`src/rtl/mem_copy_pkg.sv`:
```
// ============================================================================
// Module  : mem_copy_pkg
// Brief   : Shared state encoding and default widths for mem_copy_master.
// Revision: 1.0  initial release
// ============================================================================
`default_nettype none

package mem_copy_pkg;

    localparam int ADDR_W_DEF = 16;
    localparam int DATA_W_DEF = 32;
    localparam int LEN_W_DEF  = 12;

    typedef enum logic [2:0] {
        ST_IDLE = 3'd0,
        ST_RD   = 3'd1,
        ST_WAIT = 3'd2,
        ST_WR   = 3'd3,
        ST_DONE = 3'd4
    } state_t;

endpackage

`default_nettype wire

```
`src/rtl/mem_copy_master.sv`:
```
// ============================================================================
// Module  : mem_copy_master
// Brief   : Word-by-word memory copy engine, 3 cycles per word (RD/WAIT/WR).
//           Optional running checksum output when MEM_COPY_CHECKSUM_EN is defined.
// Revision: 1.0  initial release
// ============================================================================
`default_nettype none

module mem_copy_master
    import mem_copy_pkg::*;
#(
    parameter int ADDR_W = ADDR_W_DEF,
    parameter int DATA_W = DATA_W_DEF,
    parameter int LEN_W  = LEN_W_DEF
) (
    input  logic              clk,
    input  logic              reset,
    input  logic              cmd_valid,
    output logic              cmd_ready,
    input  logic [ADDR_W-1:0] cmd_src,
    input  logic [ADDR_W-1:0] cmd_dst,
    input  logic [LEN_W-1:0]  cmd_len,
    output logic              busy,
    output logic              done,
    output logic              mem_start,
    output logic              mem_rwn,
    output logic [ADDR_W-1:0] mem_addr,
    output logic [DATA_W-1:0] mem_wdata,
`ifdef MEM_COPY_CHECKSUM_EN
    output logic [DATA_W-1:0] checksum,
`endif
    input  logic [DATA_W-1:0] mem_rdata
);

    state_t              state_q, state_d;
    logic [ADDR_W-1:0]   src_q, src_d;
    logic [ADDR_W-1:0]   dst_q, dst_d;
    logic [LEN_W-1:0]    rem_q, rem_d;
    logic [ADDR_W-1:0]   addr_q, addr_d;
    // The captured word doubles as mem_wdata: it only changes at the end of
    // WAIT, so it naturally holds its value outside WR.
    logic [DATA_W-1:0]   data_q, data_d;
`ifdef MEM_COPY_CHECKSUM_EN
    logic [DATA_W-1:0]   sum_q, sum_d;
`endif

    always_ff @(posedge clk) begin
        if (!reset) begin
            state_q <= ST_IDLE;
            src_q   <= '0;
            dst_q   <= '0;
            rem_q   <= '0;
            addr_q  <= '0;
            data_q  <= '0;
`ifdef MEM_COPY_CHECKSUM_EN
            sum_q   <= '0;
`endif
        end else begin
            state_q <= state_d;
            src_q   <= src_d;
            dst_q   <= dst_d;
            rem_q   <= rem_d;
            addr_q  <= addr_d;
            data_q  <= data_d;
`ifdef MEM_COPY_CHECKSUM_EN
            sum_q   <= sum_d;
`endif
        end
    end

    always_comb begin
        state_d   = state_q;
        src_d     = src_q;
        dst_d     = dst_q;
        rem_d     = rem_q;
        addr_d    = addr_q;
        data_d    = data_q;
`ifdef MEM_COPY_CHECKSUM_EN
        sum_d     = sum_q;
`endif
        cmd_ready = 1'b0;
        busy      = 1'b1;
        done      = 1'b0;
        mem_start = 1'b0;
        mem_rwn   = 1'b1;

        case (state_q)
            ST_IDLE: begin
                cmd_ready = 1'b1;
                busy      = 1'b0;
                if (cmd_valid) begin
                    src_d = cmd_src;
                    dst_d = cmd_dst;
                    rem_d = cmd_len;
`ifdef MEM_COPY_CHECKSUM_EN
                    sum_d = '0;
`endif
                    if (cmd_len != '0) begin
                        state_d = ST_RD;
                        addr_d  = cmd_src;
                    end else begin
                        state_d = ST_DONE;
                    end
                end
            end
            ST_RD: begin
                mem_start = 1'b1;
                state_d   = ST_WAIT;
            end
            ST_WAIT: begin
                data_d  = mem_rdata;
`ifdef MEM_COPY_CHECKSUM_EN
                sum_d   = sum_q + mem_rdata;
`endif
                addr_d  = dst_q;
                state_d = ST_WR;
            end
            ST_WR: begin
                mem_start = 1'b1;
                mem_rwn   = 1'b0;
                src_d     = src_q + ADDR_W'(1);
                dst_d     = dst_q + ADDR_W'(1);
                rem_d     = rem_q - LEN_W'(1);
                if (rem_q > LEN_W'(1)) begin
                    state_d = ST_RD;
                    addr_d  = src_q + ADDR_W'(1);
                end else begin
                    state_d = ST_DONE;
                end
            end
            ST_DONE: begin
                done    = 1'b1;
                state_d = ST_IDLE;
            end
            default: begin
                state_d = ST_IDLE;
            end
        endcase
    end

    assign mem_addr  = addr_q;
    assign mem_wdata = data_q;
`ifdef MEM_COPY_CHECKSUM_EN
    assign checksum  = sum_q;
`endif

endmodule

`default_nettype wire

```
`config.mk`:
```
export PLATFORM = sky130hd
export DESIGN_NAME = mem_copy_master
export DESIGN_NICKNAME = d
export VERILOG_FILES = /design/src/rtl/mem_copy_pkg.sv /design/src/rtl/mem_copy_master.sv
export SDC_FILE = /design/constraint.sdc
export NUM_CORES = 1
export LEC_CHECK = 0
export BUFFER_PORTS_ARGS = -buffer_cell sky130_fd_sc_hd__buf_2
export CAP_MARGIN = 10
export CORE_MARGIN = 2
export CORE_UTILIZATION = 45
export CTS_BUF_LIST = sky130_fd_sc_hd__clkbuf_16
export DETAILED_ROUTE_END_ITERATION = 6
export HOLD_SLACK_MARGIN = 0.1
export PLACE_DENSITY = 0.7
export SYNTH_ARGS = -nofsm -noshare
export SYNTH_HDL_FRONTEND = slang
export SYNTH_SLANG_ARGS = --single-unit
```
`constraint.sdc`:
```
create_clock -name clk -period 5.14 [get_ports clk]
set_clock_uncertainty 0.05 [all_clocks]
set_input_delay 0.514 -clock clk [delete_from_list [all_inputs] [get_ports clk]]
set_output_delay 0.514 -clock clk [all_outputs]
set_load 0.005 [all_outputs]
```
==> After elaboration in Yosys (flattened, before gate mapping) <==
Index checks and enable logic that the tools add are counted.
W data, S select, Z words.
{ "op_classes": {"addsub": 3, "n_lt_le_gt_ge": 1, "n_eq_ne": 7, "muxes": 19, "n_reduce_logical": 7} }
{ "ops": {"columns": ["operator", "n"], "rows": [
  ["$mux W16", 5],
  ["$pmux W16 S2", 2],
  ["$pmux W16 S3", 1],
  ["$add A16 B1 Y16 const B", 2],
  ["$pmux W12 S2", 1],
  ["$gt A12 B1 Y1 const B", 1],
  ["$mux W12", 1],
  ["$pmux W3 S4", 1],
  ["$reduce_bool A12 Y1", 1],
  ["$sub A12 B1 Y12 const B", 1],
  ["$mux W3", 3],
  ["$eq A3 B2 Y1 const B", 2],
  ["$ne A2 B2 Y1 const B", 3],
  ["$mux W1", 5],
  ["$reduce_and A4 Y1", 1],
  ["$eq A3 B1 Y1 const B", 1],
  ["$eq A3 B3 Y1 const B", 1],
  ["$logic_not A3 Y1", 1],
  ["$reduce_bool A3 Y1", 1],
  ["$reduce_and A2 Y1", 1],
  ["$reduce_bool A2 Y1", 1],
  ["$reduce_or A2 Y1", 1]
]} }
{ "word_totals": {"register_bits": 95, "out_inout_bits": 53, "wordCells": 43} }

==> Logic depth before layout (Yosys ltp) <==
{ "depth": {"word_depth": 4, "ltp_mapped": 8, "ltp_nobuf": 7} }

==> Worst setup path after synthesis <==
OpenSTA, ideal clock, no wires.
{ "synth_path": {"path_type": "input port to flip-flop", "from": "input cmd_valid", "to": "register src_q[2]", "setup_ns": 0.128, "arrival_time_ns": 1.598, "required_ns": 4.962, "setup_slack_ns": 3.365, "stages": 6, "path_cell_list": "or4b_1 clkbuf_1 nand2_1 o21ai_0 a221oi_1 nor2_1"} }
{ "synth_via": {"elab_chain_len": 2} }
{ "synth_rtl": {"columns": ["element", "line_no", "source"], "rows": [
  ["start, declared", "mem_copy_master.sv:18", "input logic cmd_valid,"],
  ["$ne A2 B2 Y1 (no source line)", null, null],
  ["$reduce_and A2 Y1 (no source line)", null, null],
  ["end signal, assigned", "mem_copy_master.sv:60", "src_q <= src_d;"],
  ["end, declared", "mem_copy_master.sv:36", "logic [ADDR_W-1:0] src_q, src_d;"]
]} }
Every way passes these cells.
A chain may end at the register's enable or synchronous reset.

==> Final worst setup path <==
{ "layout_path": {"from": "register state_q[0]", "to": "register addr_q[15] (netlist: mem_addr[15])"} }
{ "layout_via": {"elab_chain_len": 3} }
{ "layout_rtl": {"columns": ["element", "line_no", "source"], "rows": [
  ["start, declared", "mem_copy_master.sv:35", "state_t state_q, state_d;"],
  ["start signal, assigned", "mem_copy_master.sv:59", "state_q <= state_d;"],
  ["$eq A3 B2 Y1 or $logic_not A3 Y1 (tied branches)", "mem_copy_master.sv:87", "case (state_q)"],
  ["$ne A2 B2 Y1 (no source line) or $reduce_bool A3 Y1 (tied branches)", null, null],
  ["$reduce_and A4 Y1 (no source line)", null, null],
  ["end signal, assigned", "mem_copy_master.sv:63", "addr_q <= addr_d;"],
  ["end, declared", "mem_copy_master.sv:39", "logic [ADDR_W-1:0] addr_q, addr_d;"]
]} }
Several ways; a longest one is shown, not always the timed one.

==> results.cfg <==
[synthesis]
synth_cell_type_count = 61
seq_area_frac_synth = 0.404
async_flop_share = 0
synth.area.top_cells = dfxtp_1 40%, nand2_1 9.0%, a21oi_1 6.8%
ys_warn_count = 0
syn_nets = 687
synth_area_um2 = 4700
yosys_register_bits = 95
avgSynthCellArea_um2 = 7.78
synth_top_area_cell = dfxtp_1
synth_flop_cell = dfxtp_1
synth.top_cell.area_share = 0.404
synth_edf_count = 0
syn-instance-count = 604

[floorplan]
die_area_um2 = 11300
dieHeight_um = 106
initial_core_util = 0.460
core_um2 = 10200
die_w_um = 106
core.rowCount = 37
num_io_pins = 132

[placed_design]
gp_congestion = 0.870
place_hpwl_um = 9190
port_buffers = 131
place_inst = 828

[sta]
setup_viol = 0
timing.fmax_ghz = 0.306
slew_headroom = 0.234
finalHoldViolCount = 0
finalSetupTns_ns = 0
post-route-period-util = 0.636
worstMarginPinSlew_ns = 1.15
min_period_ns = 3.27
slew_violations = 0
rsz0062_at_grt = false

[power_and_ir_drop]
peakVddDrop_uv = 164
power.static_leakage_nw = 2.31
internal-power_w = 0.00132
finalPower_w = 0.00196
swShare = 0.324
power_frac_comb = 0.204
power.switching_w = 0.000636
seqPwrFrac = 0.454
power-per-cell-area_nw_per_um2 = 344
pwr-share-clk = 0.342

[finish]
fin_nets = 788
final_cells = 846
antenna_cells = 0
final_layout_size_suffix_gt1_frac = 0.234
final_util = 0.556
layout_common_cells = 131 x buf_2, 113 x nand2_1, 95 x dfxtp_1, 64 x a21oi_1, 41 x nor2_1
area_delta_synth_final_pct = 21.0
fillers = 965
layout.cells.most_common = buf_2

[cts]
cts_tree = done
ctsResizeCount = 0
clkLatencyLatePin_ns = 0.34
clk_pin_slew_ns = 0.08
clock_path_buffers = 2
cts_sinks = 95
cts_root_buf = clkbuf_16
holdBufCountCts = 0
post_cts_buffers = 0
cts_inserted_buffers = 9
h-tree-depth = 3

[critical_path]
r2r_slack_ns = 1.87
worstPathRequired_ns = 5.33
crit_path_end = mem_addr[15]
rr_startpoint = state_q[0]
cp.arrival_ns = 3.46
rr_endpoint = mem_addr[15]
reg2reg_depth = 6
crit_path_start_kind = flop
end_kind = flop
crit_type = flop to flop
crit_path_max_fanout = 36
crit_path_start = state_q[0]

[global_route]
grt_util_met2 = 0.376
grt_max_degree = 46
grt-ovfl-total = 0
antenna_found_initial = 0
grtUsageMet1 = 0.309
grt.total_usage = 0.233
grt_pass1_vias = 4505
grt_pass1_wl_um = 21500
grt_busiest_layer = met2
met3_usage = 0.0441

[routing]
drtIter0Drc = 356
vias = 4873
avgRoutedWirePerCell_um = 15.6
drc = 0
drtAntennaViolNets = 0
first_pass_iters = 5
drt_wl_total_um = 13200
viasPerCell = 5.76

[worst_hold_path]
min_path_type = input port to flop

[status]
status = finished, final reports clean

[job]
cap_violations = 0
cell families (layout without fill, tap and decap cells):
logic type                 Yosys count  count (layout)  share of synthesized area
DFF                                 95              95                      0.404
and+or+nand+nor                    253             253                      0.261
xor gates and xnor gates            11              11                     0.0205
AOI/OAI and AO/OA                  179             179                      0.240
muxes                                6               6                     0.0130
buffers and inverters               56             162                     0.0503
adders and majority gates            4               4                     0.0106
registers in the layout, summed over array words and instances, names as in the netlist:
name	cells
mem_wdata	32
dst_q	16
mem_addr	16
src_q	16
rem_q	12
state_q	3
how the worst min path moves through the flow:
stage               cells after the start          start  slack (ns)            end
finish                                  3  mem_rdata[20]        0.35  mem_wdata[20]
global route                            3  mem_rdata[11]        0.35  mem_wdata[11]
floorplan                               2       dst_q[9]        0.39       dst_q[9]
detailed placement                      2  mem_wdata[16]        0.39  mem_wdata[16]
CTS                                     3  mem_rdata[20]        0.35  mem_wdata[20]
global placement                        2   mem_wdata[0]        0.39   mem_wdata[0]
power groups by stage:
stage | clock (W) | sequential [W] | combinational, W
2_1_floorplan | 0 | 0.000882 | 0.000273
3_3_place_gp | 0 | 0.000902 | 0.000384
3_5_place_dp | 0 | 0.000905 | 0.000393
4_1_cts | 0.000683 | 0.000889 | 0.000394
5_1_grt | 0.000722 | 0.000903 | 0.000445
6_report | 0.000669 | 0.000890 | 0.000400
Yosys cell counts, drive strengths merged, types with 5 or more instances:
cell and n:
a211oi 12, a21oi 64, a221oi 5, a311oi 6, a31oi 15, and3 8
buf 17, clkbuf 29, dfxtp 95, inv 9, mux2i 5, nand2 113
nand3 21, nand4 7, nor2 42, nor2b 6, nor3 19, nor3b 6
nor4 11, o211ai 7, o21a 5, o21ai 37, or3 6, xor2 7
worst max-delay path, stage by stage, from the launching register on:
cell and delay, ns:
dfxtp_1 0.68, and3b_2 0.60, inv_4 0.38, nor4_4 0.11
a211oi_4 0.97, o211ai_1 0.20, o211a_1 0.18
layout make-up:
type	instances	area [um^2]	share of cell area
clock buffers	9	225	0.0396
clock inverters	7	75.1	0.0132
inverters	10	40.0	0.00704
multi-input cells	453	2570	0.452
flip-flops and latches	95	1900	0.334
well taps	136	170	0.0299
repair buffers	136	704	0.124
stage by stage:
step | hold slack, ns | cell area (um^2) | setup WS [ns]
floorplan | 0.391 | 4700 | 3.36
global placement | 0.390 | 5360 | 1.96
detailed placement | 0.394 | 5360 | 1.86
CTS | 0.345 | 5660 | 1.86
global route | 0.354 | 5690 | 1.57
finish | 0.350 | 5690 | 1.87
per-layer routing:
metal | up-vias | part of all wire
li1 | 2376 | -
met1 | 2260 | 0.43
met3 | 23 | 0.079
met4 | 0 | 0.017
met5 | - | 0
met2 | 214 | 0.47
(Power assumes the default switching activity.)
